===== src/rtl/uart_rx_if.sv =====
// Receive-side frame delivery bus: valid/ready handshake carrying the data word and
// its per-frame status flags.
`timescale 1ns/1ps
interface uart_rx_if #(
  parameter int DATA_BITS = 8
);
  logic [DATA_BITS-1:0] rx_data;
  logic                 rx_valid;
  logic                 rx_ready;
  logic                 par_err;
  logic                 frm_err;
  logic                 ovr_err;

  modport master (
    output rx_data,
    output rx_valid,
    output par_err,
    output frm_err,
    output ovr_err,
    input  rx_ready
  );

  modport slave (
    input  rx_data,
    input  rx_valid,
    input  par_err,
    input  frm_err,
    input  ovr_err,
    output rx_ready
  );
endinterface


===== src/rtl/uart_rx_core.sv =====
// Parametrised UART receiver: line synchroniser, mid-bit sampling FSM with parity and
// stop checks, and a one-deep holding stage presented on a valid/ready bus.
`timescale 1ns/1ps
module uart_rx_core #(
  parameter int CLKS_PER_BIT = 16,
  parameter int DATA_BITS    = 8,
  parameter int PARITY       = 0,
  parameter int STOP_BITS    = 1
) (
  input  logic      clk,
  input  logic      rst_n,
  input  logic      rx_en,
  input  logic      rx_in,
  output logic      rx_busy,
  uart_rx_if.master rx_bus
);

  localparam int TW          = $clog2(CLKS_PER_BIT);
  localparam int CW          = $clog2(10);
  localparam int SYNC_STAGES = 2;

  localparam logic [TW-1:0] HALF_T    = TW'(CLKS_PER_BIT / 2);
  localparam logic [TW-1:0] LAST_T    = TW'(CLKS_PER_BIT - 1);
  localparam logic [CW-1:0] LAST_DATA = CW'(DATA_BITS - 1);
  localparam logic [CW-1:0] LAST_STOP = CW'(STOP_BITS - 1);
  localparam logic          PAR_EXP   = (PARITY == 1);

  localparam logic [2:0] ST_IDLE   = 3'd0;
  localparam logic [2:0] ST_START  = 3'd1;
  localparam logic [2:0] ST_DATA   = 3'd2;
  localparam logic [2:0] ST_PARITY = 3'd3;
  localparam logic [2:0] ST_STOP   = 3'd4;
  localparam logic [2:0] ST_BREAK  = 3'd5;

  // Input synchroniser; resets to the idle-high line level.
  logic sync_reg [SYNC_STAGES];
  logic rxs;

  genvar gi;
  generate
    for (gi = 0; gi < SYNC_STAGES; gi++) begin : g_sync
      if (gi == 0) begin : g_first
        always_ff @(posedge clk) begin
          if (!rst_n) sync_reg[gi] <= 1'b1;
          else        sync_reg[gi] <= rx_in;
        end
      end else begin : g_chain
        always_ff @(posedge clk) begin
          if (!rst_n) sync_reg[gi] <= 1'b1;
          else        sync_reg[gi] <= sync_reg[gi-1];
        end
      end
    end
  endgenerate

  assign rxs = sync_reg[SYNC_STAGES-1];

  logic [2:0]           state_reg, state_next;
  logic [TW-1:0]        timer_reg, timer_next;
  logic [CW-1:0]        cnt_reg,   cnt_next;
  logic [DATA_BITS-1:0] shift_reg, shift_next;
  logic                 fpar_reg,  fpar_next;
  logic                 ffrm_reg,  ffrm_next;
  logic                 tick;
  logic [TW-1:0]        timer_inc;
  logic                 frm_now;
  logic                 frame_done;

  logic [DATA_BITS-1:0] data_reg;
  logic                 valid_reg;
  logic                 par_reg;
  logic                 frm_reg;
  logic                 ovr_reg;

  always_comb begin
    state_next = state_reg;
    timer_next = timer_reg;
    cnt_next   = cnt_reg;
    shift_next = shift_reg;
    fpar_next  = fpar_reg;
    ffrm_next  = ffrm_reg;
    frame_done = 1'b0;
    tick       = (timer_reg == LAST_T);
    timer_inc  = tick ? '0 : timer_reg + 1'b1;
    frm_now    = ffrm_reg | ~rxs;

    case (state_reg)
      ST_IDLE: begin
        timer_next = '0;
        cnt_next   = '0;
        if (!rxs) begin
          state_next = ST_START;
          fpar_next  = 1'b0;
          ffrm_next  = 1'b0;
        end
      end
      ST_START: begin
        // Mid-start-bit check; a line already high again was only a glitch.
        if (timer_reg == HALF_T) begin
          timer_next = '0;
          state_next = rxs ? ST_IDLE : ST_DATA;
        end else begin
          timer_next = timer_reg + 1'b1;
        end
      end
      ST_DATA: begin
        timer_next = timer_inc;
        if (tick) begin
          shift_next = {rxs, shift_reg[DATA_BITS-1:1]};
          if (cnt_reg == LAST_DATA) begin
            cnt_next   = '0;
            state_next = (PARITY != 0) ? ST_PARITY : ST_STOP;
          end else begin
            cnt_next = cnt_reg + 1'b1;
          end
        end
      end
      ST_PARITY: begin
        timer_next = timer_inc;
        if (tick) begin
          fpar_next  = (((^shift_reg) ^ rxs) != PAR_EXP);
          state_next = ST_STOP;
        end
      end
      ST_STOP: begin
        timer_next = timer_inc;
        if (tick) begin
          ffrm_next = frm_now;
          if (cnt_reg == LAST_STOP) begin
            frame_done = 1'b1;
            cnt_next   = '0;
            state_next = rxs ? ST_IDLE : ST_BREAK;
          end else begin
            cnt_next = cnt_reg + 1'b1;
          end
        end
      end
      ST_BREAK: begin
        // Hold off until the line returns high so a stuck-low line is one frame.
        if (rxs) state_next = ST_IDLE;
      end
      default: state_next = ST_IDLE;
    endcase

    if (!rx_en) begin
      state_next = ST_IDLE;
      frame_done = 1'b0;
    end
  end

  always_ff @(posedge clk) begin
    if (!rst_n) begin
      state_reg <= ST_IDLE;
      timer_reg <= '0;
      cnt_reg   <= '0;
      shift_reg <= '0;
      fpar_reg  <= 1'b0;
      ffrm_reg  <= 1'b0;
    end else begin
      state_reg <= state_next;
      timer_reg <= timer_next;
      cnt_reg   <= cnt_next;
      shift_reg <= shift_next;
      fpar_reg  <= fpar_next;
      ffrm_reg  <= ffrm_next;
    end
  end

  // Holding stage: a completed frame overwrites only an empty or just-taken slot.
  always_ff @(posedge clk) begin
    if (!rst_n) begin
      data_reg  <= '0;
      valid_reg <= 1'b0;
      par_reg   <= 1'b0;
      frm_reg   <= 1'b0;
      ovr_reg   <= 1'b0;
    end else if (frame_done) begin
      if (!valid_reg || rx_bus.rx_ready) begin
        data_reg  <= shift_reg;
        par_reg   <= fpar_reg;
        frm_reg   <= frm_now;
        valid_reg <= 1'b1;
        ovr_reg   <= 1'b0;
      end else begin
        ovr_reg <= 1'b1;
      end
    end else if (valid_reg && rx_bus.rx_ready) begin
      valid_reg <= 1'b0;
      ovr_reg   <= 1'b0;
    end
  end

  assign rx_bus.rx_data  = data_reg;
  assign rx_bus.rx_valid = valid_reg;
  assign rx_bus.par_err  = par_reg;
  assign rx_bus.frm_err  = frm_reg;
  assign rx_bus.ovr_err  = ovr_reg;
  assign rx_busy         = (state_reg != ST_IDLE);

endmodule

===== src/flat_wrapper.sv =====
// flat-port wrapper written by rule: the top's interface ports become plain ports
module uart_rx_core_flat 
#(
  parameter int CLKS_PER_BIT = 16,
  parameter int DATA_BITS    = 8,
  parameter int PARITY       = 0,
  parameter int STOP_BITS    = 1
)
  (clk, rst_n, rx_en, rx_in, rx_busy, rx_bus_rx_data, rx_bus_rx_valid, rx_bus_par_err, rx_bus_frm_err, rx_bus_ovr_err, rx_bus_rx_ready);
  uart_rx_if #(.DATA_BITS(DATA_BITS)) rx_bus_i ();
  input  logic clk;
  input  logic rst_n;
  input  logic rx_en;
  input  logic rx_in;
  output logic rx_busy;
  output wire logic [$bits(rx_bus_i.rx_data)-1:0] rx_bus_rx_data;
  output wire logic [$bits(rx_bus_i.rx_valid)-1:0] rx_bus_rx_valid;
  output wire logic [$bits(rx_bus_i.par_err)-1:0] rx_bus_par_err;
  output wire logic [$bits(rx_bus_i.frm_err)-1:0] rx_bus_frm_err;
  output wire logic [$bits(rx_bus_i.ovr_err)-1:0] rx_bus_ovr_err;
  input wire logic [$bits(rx_bus_i.rx_ready)-1:0] rx_bus_rx_ready;
  assign rx_bus_rx_data = rx_bus_i.rx_data;
  assign rx_bus_rx_valid = rx_bus_i.rx_valid;
  assign rx_bus_par_err = rx_bus_i.par_err;
  assign rx_bus_frm_err = rx_bus_i.frm_err;
  assign rx_bus_ovr_err = rx_bus_i.ovr_err;
  assign rx_bus_i.rx_ready = rx_bus_rx_ready;
  uart_rx_core #(.CLKS_PER_BIT(CLKS_PER_BIT), .DATA_BITS(DATA_BITS), .PARITY(PARITY), .STOP_BITS(STOP_BITS)) u_core (.clk(clk), .rst_n(rst_n), .rx_en(rx_en), .rx_in(rx_in), .rx_busy(rx_busy), .rx_bus(rx_bus_i));
endmodule

===== config.mk =====
export PLATFORM = sky130hd
export DESIGN_NAME = uart_rx_core_flat
export DESIGN_NICKNAME = d
export VERILOG_FILES = /design/src/rtl/uart_rx_if.sv /design/src/rtl/uart_rx_core.sv /design/src/flat_wrapper.sv
export SDC_FILE = /design/constraint.sdc
export NUM_CORES = 1
export LEC_CHECK = 0
export CAP_MARGIN = 20
export CORE_ASPECT_RATIO = 1.4
export CORE_MARGIN = 2
export CORE_UTILIZATION = 45
export DETAILED_ROUTE_END_ITERATION = 6
export PLACE_DENSITY = 0.65
export SETUP_SLACK_MARGIN = 0.5
export SLEW_MARGIN = 20
export SYNTH_ARGS = -nofsm -noshare
export SYNTH_HDL_FRONTEND = slang
export SYNTH_SLANG_ARGS = --single-unit

===== constraint.sdc =====
create_clock -name clk -period 4 [get_ports clk]
set_clock_uncertainty 0.15 [all_clocks]
set_input_delay 0.8 -clock clk [delete_from_list [all_inputs] [get_ports clk]]
set_output_delay 0.8 -clock clk [all_outputs]
set_load 0.02 [all_outputs]

# Yosys cells after proc, flatten, opt, wreduce, memory -nomap -nowiden
# Memories as Yosys holds them, arrays and structs flattened.
# Index checks and enable logic that the tools add are counted.
# classes
n_addsub	2
eq_ne	17
n_mux	37
bitwise	5
reduce_logical	21
# op_table
op	count
$mux 3	9
$mux 4	6
$pmux 4 s3	2
$pmux 3 s6	1
$mux 1	16
$ne 2x1->1 const B	7
$reduce_and 3->1	3
$reduce_bool 3->1	3
$add 4x1->4 const B	2
$eq 4x4->1 const B	2
$reduce_and 2->1	4
$reduce_and 8->1	1
$reduce_xor 8->1	1
$eq 3x2->1 const B	2
$eq 3x3->1 const B	2
$reduce_bool 2->1	3
$eq 4x3->1 const B	1
$logic_not 4->1	1
$ne 2x2->1 const B	2
$pmux 1 s2	2
$eq 3x1->1 const B	1
$logic_not 3->1	1
$or 1x1->1	3
$reduce_or 3->1	1
6 further kinds	6
# totals
regBits	33
mem_bits_rw	2
output_inout_bits	13
elab_cells	94
n_memories	1
# memory_table
memory	depth	width	rd	rd_ports_with_merged_regs	wr	line	rtl
u_core.sync_reg	2	1	2	0	2	uart_rx_core.sv:36	logic sync_reg [SYNC_STAGES];

# Longest topological paths before layout
# Gate-level depths: netlist of the first run.
# depth
ltp_word	7
mapped_depth	8
depth_no_buf	7

# Least setup slack after synthesis of the first run
# No wires, ideal clock.
# synth_timing
path_type	flip-flop to output port
startpoint	register u_core.state_reg[2]
endpoint	output rx_busy
arrival_ps	1020
required_ps	3050
setup_slack_ps	2030
path_stages_with_launch	4
n_path_buf	2
cell_sequence	dfxtp_1 > buf_4 > buf_2 > or3_1
# synth_via
elab_chain_cells	1
# synth_rtl
element	line	rtl
start: declaration	uart_rx_core.sv:58	logic [2:0] state_reg, state_next;
start signal: assignment	uart_rx_core.sv:160	state_reg <= state_next;
$reduce_bool 3->1	uart_rx_core.sv:198	assign rx_busy = (state_reg != ST_IDLE);
end: declaration	flat_wrapper.sv:15	output logic rx_busy;
# No other way between the ends.

# Final worst setup path of the first run
# Same ends and word-level chain as after synthesis.

==> flow_summary.yaml, run 1 <==
critical_path:
  worstSetupPathType: "flop to output pin"
  cp_slowest_stage_delay_ns: 0.67
  cp_max_fo: 18
  critPathArrivalTime_ns: 1.74
  cp-start-kind: "flop"
  path_cells: "or3_1, clkdlybuf4s50_1"
  slowest_stage: "dfxtp_1"
  worstSetupEndpointType: "output pin"
  required_ns: 3.05
  cp_num_buf_inv: 1
  critPathTopFamily: "flip-flops"
synth:
  ys_top_cells_by_count: "35 x dfxtp_1, 20 x nand2_1, 15 x a21oi_1, 15 x nor2_1, 13 x nand3_1"
  ys.flop_type: "dfxtp_1"
  syn-cell-area_um2: 1765
  async_flop_share_pct: 0
  ys_ff_latch: 35
  synthMuxAreaShare_pct: 6.945
  yosys.area_share.simple_pct: 27.64
  synth.avg_cell_area_um2: 8.697
  yosysMostFrequentCell: "dfxtp_1"
  ys.warnings.count: 0
  synth_nets: 212
  synth_top_family_by_area: "simple AND/OR/NAND/NOR gates"
  yosys.area.top_type: "dfxtp_1"
  synthAdderAreaFrac_pct: 2.835
  synth_top_area_share_pct: 39.69
  synth_compound_area_share_pct: 13.89
  synth_edf_count: 0
  synthCells: 203
  synth_xor_xnor_area_share_pct: 4.252
  ys_top_cells_by_area: "dfxtp_1 40%, mux2i_1 5.7%, a21oi_1 4.3%"
  synth_cell_types: 43
  seq_area_frac_synth_pct: 39.69
pwr:
  power_leakage_nw: 0.8109
  p_per_area_nw_per_um2: 328.9
  swShare_pct: 19.39
  p_sw_mw: 0.1299
  combinationalPowerShare_pct: 2.4
  peakVddDrop_uv: 220.5
  p_seq_share_pct: 52.4
  p_int_mw: 0.5401
  pwr-share-clk_pct: 45.3
timing:
  whs_ns: 0.2616
  min_period_ns: 2.691
  hold_violations: 0
  relSlewSlack_pct: 58.13
  period_share_pct: 67.27
  setup_viol: 0
  tightest_slew_ns: 0.6281
  rsz0062_at_grt: "no"
  tns_ns: 0
  max_clock_freq_ghz: 0.3717
  drv_slew: 0
clocking:
  cts_tree: "done"
  cts.sinks: 35
  clock_latency_ns: 0.29
  clkTransAtPathRegs_ns: 0.07
  cts_max_level: 2
  postCtsSetupBuffers: 0
  ctsHoldBuffers: 0
  cts_resized: 0
  clockBufferDepth: 2
  cts_root_buf: "clkbuf_8"
  cts_made_buffers: 5
detailed_routing:
  wl_um: 3425
  drt_pre_antenna_iters: 4
  detailroute.via_count: 1414
  drc: 0
  avgRoutedWirePerCell_um: 13.28
  ant_nets: 0
  avgViaCountPerCell: 5.481
  drt_iter0_markers: 45
floorplanning:
  start_util_pct: 47.60
  die_area_um2: 4447
  rows: 26
  core_um2: 3709
  die-width_um: 56.94
  boundaryPins: 18
  die_y_um: 78.11
status:
  status: "complete, no violations"
finish:
  drive_gt1_share_pct: 7.407
  fin_nets: 225
  nFillCells: 358
  antenna_cells: 0
  areaGrowthSynthToFinish_pct: 15.38
placement:
  dp.final_hpwl_um: 2416
  port_buffers: 17
  place.gp.congestion: 0.8160
grt:
  grt_pass1_vias: 1344
  grt_pass1_wl_um: 5989
  gr-total-overflow: 0
  grt_max_degree: 19
  grt_usage_pct: 16.94
  grt_antenna_before_repair: 0
flow_run:
  maxCapViolations: 0
worst_hold_path:
  hp-class: "flop to flop"
-- power groups by stage --
stage / clock (mW) / sequential [mW] / combinational (mW)
2_1_floorplan: 0 / 0.357 / 0.0102
3_3_place_gp: 0 / 0.359 / 0.0158
3_5_place_dp: 0 / 0.359 / 0.0162
4_1_cts: 0.312 / 0.351 / 0.0162
5_1_grt: 0.327 / 0.351 / 0.0175
6_report: 0.303 / 0.351 / 0.0160
-- routing by layer --
layer,part of all wire (%),wire [um],vias up,GRT usage [%]
met5,0,0,-,0
met4,1.6,55,0,6.279
met3,3.6,125,7,4.613
met2,48,1660,22,28.51
met1,46,1583,657,20.35
li1,-,-,728,-
-- cell type report --
class / instances / area, um2 / share of cell area, %
multi-input cells: 150 / 980.9 / 48.16
flip-flops and latches: 35 / 700.7 / 34.40
repair buffers: 18 / 177.7 / 8.722
clock buffers: 6 / 72.57 / 3.563
well taps: 42 / 52.55 / 2.580
clock inverters: 1 / 30.03 / 1.474
inverters: 6 / 22.52 / 1.106
-- cell usage in the layout (no fill, tap or decap), drive strengths merged, types with 7 or more instances in the layout --
master         netlist  layout
clkdlybuf4s50        0      17
o21ai                7       7
nor3b                7       7
nand3               13      13
nand2               20      20
a21oi               15      15
mux2i               10      10
nor2                15      15
dfxtp               35      35
nor2b               11      11
-- metrics by stage --
| stage | worst slack [ns] | cell area, um2 | power (mW) | utilization, % | instances |
|---|---|---|---|---|---|
| after global routing | 1.098 | 2037 | 0.6953 | 54.93 | 258 |
| final | 1.309 | 2037 | 0.6700 | 54.93 | 258 |
| after detailed placement | 1.182 | 1934 | 0.3749 | 52.16 | 251 |
| after global placement | 1.304 | 1934 | 0.3745 | 52.16 | 251 |
| after CTS | 1.302 | 2037 | 0.6792 | 54.93 | 258 |
| after floorplan | 2.030 | 1765 | 0.3677 | - | 203 |
-- cells by family after synthesis --
kind of cell             Yosys count
AND/OR/NAND/NOR                   91
AO/OA/AOI/OAI                     36
flip-flops                        35
buffers and inverters             18
multiplexers                      12
XOR/XNOR                           7
adder cells (fa/ha/maj)            4
-- final timing paths --
path,startpoint,endpoint,slack [ns],cells after the start
max,u_core.state_reg[2]$_SDFFE_PN0P_,rx_busy,1.31,2
min reg2reg,u_core.sync_reg[0]$_SDFF_PN1_,u_core.sync_reg[1]$_SDFF_PN1_,0.26,1
min,u_core.sync_reg[0]$_SDFF_PN1_,u_core.sync_reg[1]$_SDFF_PN1_,0.26,1
max reg2reg,u_core.timer_reg[0]$_SDFFE_PN0P_,u_core.rx_bus.frm_err$_SDFFE_PN0P_,1.32,6
(Power assumes the default switching activity.)
==> run 2, diff against run 1 <==
Clock period 4 ns to 2.5 ns, I/O delays scaled along.
==> run 2 against run 1 <==
Compared with the run above:
- combinational power increased by 80%
- critical path depth increased by 5
- cell count increased by 2.3%
- sequential power increased by 60%
- core utilization increased by 2.0 points
- count of clock-buffer cells in the layout increased by 1
- non-clock buffer count increased by 5
- via count increased by 0.71%
- global-route usage increased by 0.97 points
- register-to-register slack got worse by 0.87 ns
- design area increased by 3.6%
- routed wire length increased by 9.0%
- critical path type is now flop to flop
- critical endpoint is now u_core.state_reg[2]$_SDFFE_PN0P_
==> flow_summary.yaml, run 2 (synthesis gave the netlist of run 1 again) <==
detailed_routing:
  drc: 0
  ant_nets: 0
  avgRoutedWirePerCell_um: 14.14
  drt_iter0_markers: 28
  detailroute.via_count: 1424
  drt_pre_antenna_iters: 4
  avgViaCountPerCell: 5.394
  wl_um: 3733
timing:
  hold_violations: 0
  max_clock_freq_ghz: 0.4880
  tightest_slew_ns: 0.3735
  tns_ns: 0
  period_share_pct: 81.96
  rsz0062_at_grt: "yes"
  relSlewSlack_pct: 75.10
  whs_ns: 0.2636
  min_period_ns: 2.049
  fin_ws_ns: 0.4510
  drv_slew: 0
  setup_viol: 0
placement:
  dpl.cell_count: 255
  dp_slack_ns: 0.1899
  place_area_um2: 1964
  port_buffers: 17
  place.gp.congestion: 0.8067
  dp.final_hpwl_um: 2612
critical_path:
  critPathArrivalTime_ns: 2.09
  cp_max_fo: 4
  cp_num_buf_inv: 1
  slowest_stage: "or3b_4"
  cp-start-kind: "flop"
  worstSetupPathType: "flop to flop"
  path_cells: "inv_2, ha_4, or3b_4, and2_4, a2111oi_4, a21oi_1, a311oi_1"
  cp_slowest_stage_delay_ns: 0.37
  required_ns: 2.54
  critPathTopFamily: "compound AO/OA/AOI/OAI gates"
  worstSetupEndpointType: "flop"
pwr:
  swShare_pct: 22.25
  p_seq_share_pct: 56.7
  p_int_mw: 0.7685
  combinationalPowerShare_pct: 2.9
  pwr-share-clk_pct: 40.4
  p_sw_mw: 0.2199
  peakVddDrop_uv: 377.0
  power_leakage_nw: 0.8428
  p_per_area_nw_per_um2: 468.5
  power_mw: 0.9884
finish:
  nFillCells: 348
  design_area_um2: 2110
  areaGrowthSynthToFinish_pct: 19.49
  mostFrequentLayoutCells: "29 x dfxtp_1, 20 x nand2_1, 16 x clkdlybuf4s50_1"
  antenna_cells: 0
  fin_nets: 230
  final_util_pct: 56.88
  drive_gt1_share_pct: 16.67
  final-instance-count-excl-fill: 264
  multi_input_area_um2: 1028
  final_common_cell: "dfxtp_1"
  regArea_um2: 710.7
clocking:
  clkTransAtPathRegs_ns: 0.07
  cts_tree: "done"
  clock_latency_ns: 0.29
  clockBufferDepth: 2
  cts_made_buffers: 5
  cts_root_buf: "clkbuf_8"
  cts.sinks: 35
  cts_max_level: 2
floorplanning:
  core_um2: 3709
  rows: 26
  die-width_um: 56.94
  start_util_pct: 47.60
  die_area_um2: 4447
  die_y_um: 78.11
  boundaryPins: 18
grt:
  grt_usage_pct: 17.91
  grt_pass1_wl_um: 6265
  gr-total-overflow: 0
  grt_antenna_before_repair: 0
  grt_pass1_vias: 1389
  grt_max_degree: 19
status:
  status: "complete, no violations"
worst_hold_path:
  hp-class: "flop to flop"
flow_run:
  maxCapViolations: 0
==> run 2: changes by cell type in the layout (fill, tap and decap cells not counted), moves of 2 or more <==
| cell | previous run | this run |
|---|---|---|
| dfxtp_1 | 35 | 29 |
| dfxtp_2 | 0 | 5 |
| buf_4 | 1 | 5 |
| ha_1 | 4 | 2 |
| inv_1 | 6 | 4 |
| inv_2 | 0 | 2 |
==> run 2: power groups by stage <==
stage / Sequential, mW / Combinational, mW / Clock (mW)
floorplan: 0.572 / 0.0164 / 0
global placement: 0.574 / 0.0276 / 0
detailed placement: 0.574 / 0.0281 / 0
CTS: 0.561 / 0.0282 / 0.410
global route: 0.560 / 0.0314 / 0.438
finish: 0.560 / 0.0288 / 0.400
==> run 2: layout make-up <==
| type | count | area share, % |
|---|---|---|
| Timing Repair Buffer | 23 | 10.14 |
| Inverter | 6 | 1.068 |
| Clock buffer | 7 | 3.618 |
| Sequential cell | 35 | 33.69 |
| Clock inverter | 1 | 0.2372 |
| Multi-Input combinational cell | 150 | 48.75 |
| Tap cell | 42 | 2.491 |
==> run 2: path summary, 6_finish.rpt <==
check | startpoint | endpoint | slack [ns] | cells past startpoint
setup / recovery | u_core.cnt_reg[1]$_SDFFE_PN0P_ | u_core.state_reg[2]$_SDFFE_PN0P_ | 0.45 | 7
hold / removal | u_core.sync_reg[0]$_SDFF_PN1_ | u_core.sync_reg[1]$_SDFF_PN1_ | 0.26 | 1
setup reg to reg | u_core.cnt_reg[1]$_SDFFE_PN0P_ | u_core.state_reg[2]$_SDFFE_PN0P_ | 0.45 | 7
hold reg to reg | u_core.sync_reg[0]$_SDFF_PN1_ | u_core.sync_reg[1]$_SDFF_PN1_ | 0.26 | 1
==> run 2: layer usage <==
| layer | share of wire (%) | routed length [um] | track usage, % |
|---|---|---|---|
| met5 | 0 | 0 | 0 |
| met4 | 1.4 | 54 | 6.279 |
| met3 | 3.5 | 131 | 5.107 |
| met2 | 50 | 1876 | 29.31 |
| met1 | 45 | 1670 | 22.29 |
==> run 2: timing repair <==
item                                    CTS  global route
resized for setup                         6            17
buffers inserted                          0             1
pin swaps                                 0             6
endpoints found under the setup margin   16            20
hold buffers                              0             0
==> run 3, diff against run 2 <==
Settings changed: PLACE_DENSITY 0.65 to 0.67.
Clock period 2.5 ns to 1.77 ns, I/O delays scaled along.
==> run 3 against run 2 <==
Compared with the run above:
- the flow now finishes with violations (negative setup slack)
- sequential share of layout area is 7.8 points lower
- routed wire length increased by 36%
- hold slack better by 0.017 ns
- clock power is 48% higher
- power increased by 44%
- combinational power grew 87%
- critical path depth down 1
- maximum frequency grew 3.5%
- global-route usage grew 3.3 points
- largest cell class unchanged
- highest routed layer unchanged
==> flow_summary.yaml, run 3 (synthesis gave the netlist of run 1 again) <==
status:
  status: "finished with violations"
  failed_checks: "negative setup slack"
grt:
  grt_pass1_wl_um: 7410
  grt_pass1_vias: 1664
  grt_max_degree: 18
  grt_antenna_before_repair: 0
  grt_usage_pct: 21.20
  gr-total-overflow: 0
pwr:
  power_leakage_nw: 1.214
  p_per_area_nw_per_um2: 495.1
  peakVddDrop_uv: 607.2
critical_path:
  r2r-start: "u_core.timer_reg[3]$_SDFFE_PN0P_"
  slowest_stage: "dfxtp_1"
  cp_num_buf_inv: 1
  cp_slowest_stage_delay_ns: 0.49
  cp-start-kind: "flop"
  reg2reg_setup_slack_ns: -0.21
  worstSetupPathType: "flop to flop"
  required_ns: 1.81
  cp_max_fo: 6
  rr_endpoint: "u_core.state_reg[2]$_SDFFE_PN0P_"
  path_cells: "and3b_2, nor4_4, buf_4, a2111oi_4, a21oi_1, a311oi_1"
  critPathArrivalTime_ns: 2.02
  critical_path_depth: 6
  r2r_cells: 6
  worstSetupEndpointType: "flop"
  critPathTopFamily: "compound AO/OA/AOI/OAI gates"
worst_hold_path:
  hp-class: "flop to flop"
  hold_depth: 1
  holdCritStartpoint: "u_core.sync_reg[0]$_SDFF_PN1_"
  min_to: "u_core.sync_reg[1]$_SDFF_PN1_"
timing:
  hold_violations: 0
  drv_slew: 0
  tightest_slew_ns: 0.4082
  max_clock_freq_ghz: 0.5049
  period_share_pct: 111.9
  whs_ns: 0.2805
  relSlewSlack_pct: 72.79
  fin_ws_ns: -0.2106
  rsz0062_at_grt: "yes"
  setup_viol: 12
  min_period_ns: 1.981
clocking:
  cts_tree: "done"
  cts_max_level: 2
  cts_root_buf: "clkbuf_8"
  clockBufferDepth: 2
  cts_made_buffers: 5
  ctsHoldBuffers: 0
  cts.sinks: 35
  clock_latency_ns: 0.29
  clkTransAtPathRegs_ns: 0.07
detailed_routing:
  wl_um: 5065
  avgRoutedWirePerCell_um: 16.39
  detailroute.via_count: 1725
  met2_length_um: 2938
  drt_pre_antenna_iters: 4
  ant_nets: 0
  drc: 0
  drt_iter0_markers: 25
  dr_wl_met3_um: 145
  dr.max_layer_used: "met4"
  avgViaCountPerCell: 5.583
  met1Wirelength_um: 1876
finish:
  drive_gt1_share_pct: 60.30
  final_common_cell: "buf_4"
  final-instance-count-excl-fill: 309
  antenna_cells: 0
  final_util_pct: 77.73
  design_area_um2: 2883
  mostFrequentLayoutCells: "35 x buf_4, 27 x buf_6, 18 x dfxtp_2"
  areaGrowthSynthToFinish_pct: 63.29
  fin_nets: 276
flow_run:
  maxCapViolations: 0
placement:
  place.gp.congestion: 0.8500
  dpl.cell_count: 272
  place_area_um2: 2208
  dp_slack_ns: -0.2484
  dp.final_hpwl_um: 2896
  port_buffers: 17
floorplanning:
  boundaryPins: 18
  rows: 26
  die-width_um: 56.94
  die_y_um: 78.11
  core_um2: 3709
  die_area_um2: 4447
  start_util_pct: 47.60
[run 3: changes by cell type in the layout (fill, tap and decap cells not counted), moves of 10 or more]
cell             before  now
nand3_2               0   10
clkdlybuf4s50_1      16    4
nand2_1              20    9
buf_6                 1   27
buf_4                 5   35
nand3_1              13    2
dfxtp_1              29   11
dfxtp_2               5   18
[run 3: power breakdown]
group | total, mW | internal [mW] | switching, mW | leakage [nW]
sequential | 0.782 | 0.780 | 0.00170 | 0.296
combinational | 0.0538 | 0.0277 | 0.0260 | 0.870
clock | 0.592 | 0.305 | 0.287 | 0.0470
total | 1.43 | 1.11 | 0.314 | 1.21
[run 3: how the worst max path moves through the flow]
stage,to,slack (ns),startpoint
CTS,u_core.state_reg[1]$_SDFFE_PN0P_,-0.21,u_core.cnt_reg[1]$_SDFFE_PN0P_
detailed placement,u_core.state_reg[2]$_SDFFE_PN0P_,-0.25,u_core.cnt_reg[0]$_SDFFE_PN0P_
floorplan,u_core.state_reg[2]$_SDFFE_PN0P_,-0.08,u_core.cnt_reg[0]$_SDFFE_PN0P_
global placement,u_core.state_reg[2]$_SDFFE_PN0P_,-0.13,u_core.cnt_reg[0]$_SDFFE_PN0P_
finish,u_core.state_reg[2]$_SDFFE_PN0P_,-0.21,u_core.timer_reg[3]$_SDFFE_PN0P_
global route,u_core.state_reg[2]$_SDFFE_PN0P_,-0.31,u_core.timer_reg[3]$_SDFFE_PN0P_
[run 3: metrics by stage]
step | power [mW] | TNS [ns]
4_1_cts | 1.429 | -0.6122
2_1_floorplan | 0.8310 | -0.1170
3_5_place_dp | 0.8566 | -1.951
5_1_grt | 1.470 | -1.932
6_report | 1.427 | -0.7886
3_3_place_gp | 0.8553 | -1.397
[run 3: area by class of cell]
class	instances	area, um2
well taps	42	52.55
repair buffers	68	641.9
clock buffers	6	82.58
multi-input cells	151	1328
fillers	237	825.8
clock inverters	1	5.005
inverters	6	27.53
flip-flops and latches	35	745.7
[run 3: layer usage]
metal	vias up	GRT usage, %
met4	0	8.372
met5	-	0
met3	12	4.119
met1	840	22.59
met2	35	39.77
li1	838	-
[run 3: worst register-to-register path: stages, from the launching register on]
cell and delay (ns):
dfxtp_1 0.49, and3b_2 0.27, nor4_4 0.04, buf_4 0.15
a2111oi_4 0.45, a21oi_1 0.14, a311oi_1 0.20
[run 3: timing repair]
action / CTS / global route
hold endpoints to repair: 0 / 0
endpoints found under the setup margin: 46 / 42
pin swaps: 20 / 16
resized for setup: 135 / 46
buffers inserted: 18 / 11
gates cloned: 1 / 0
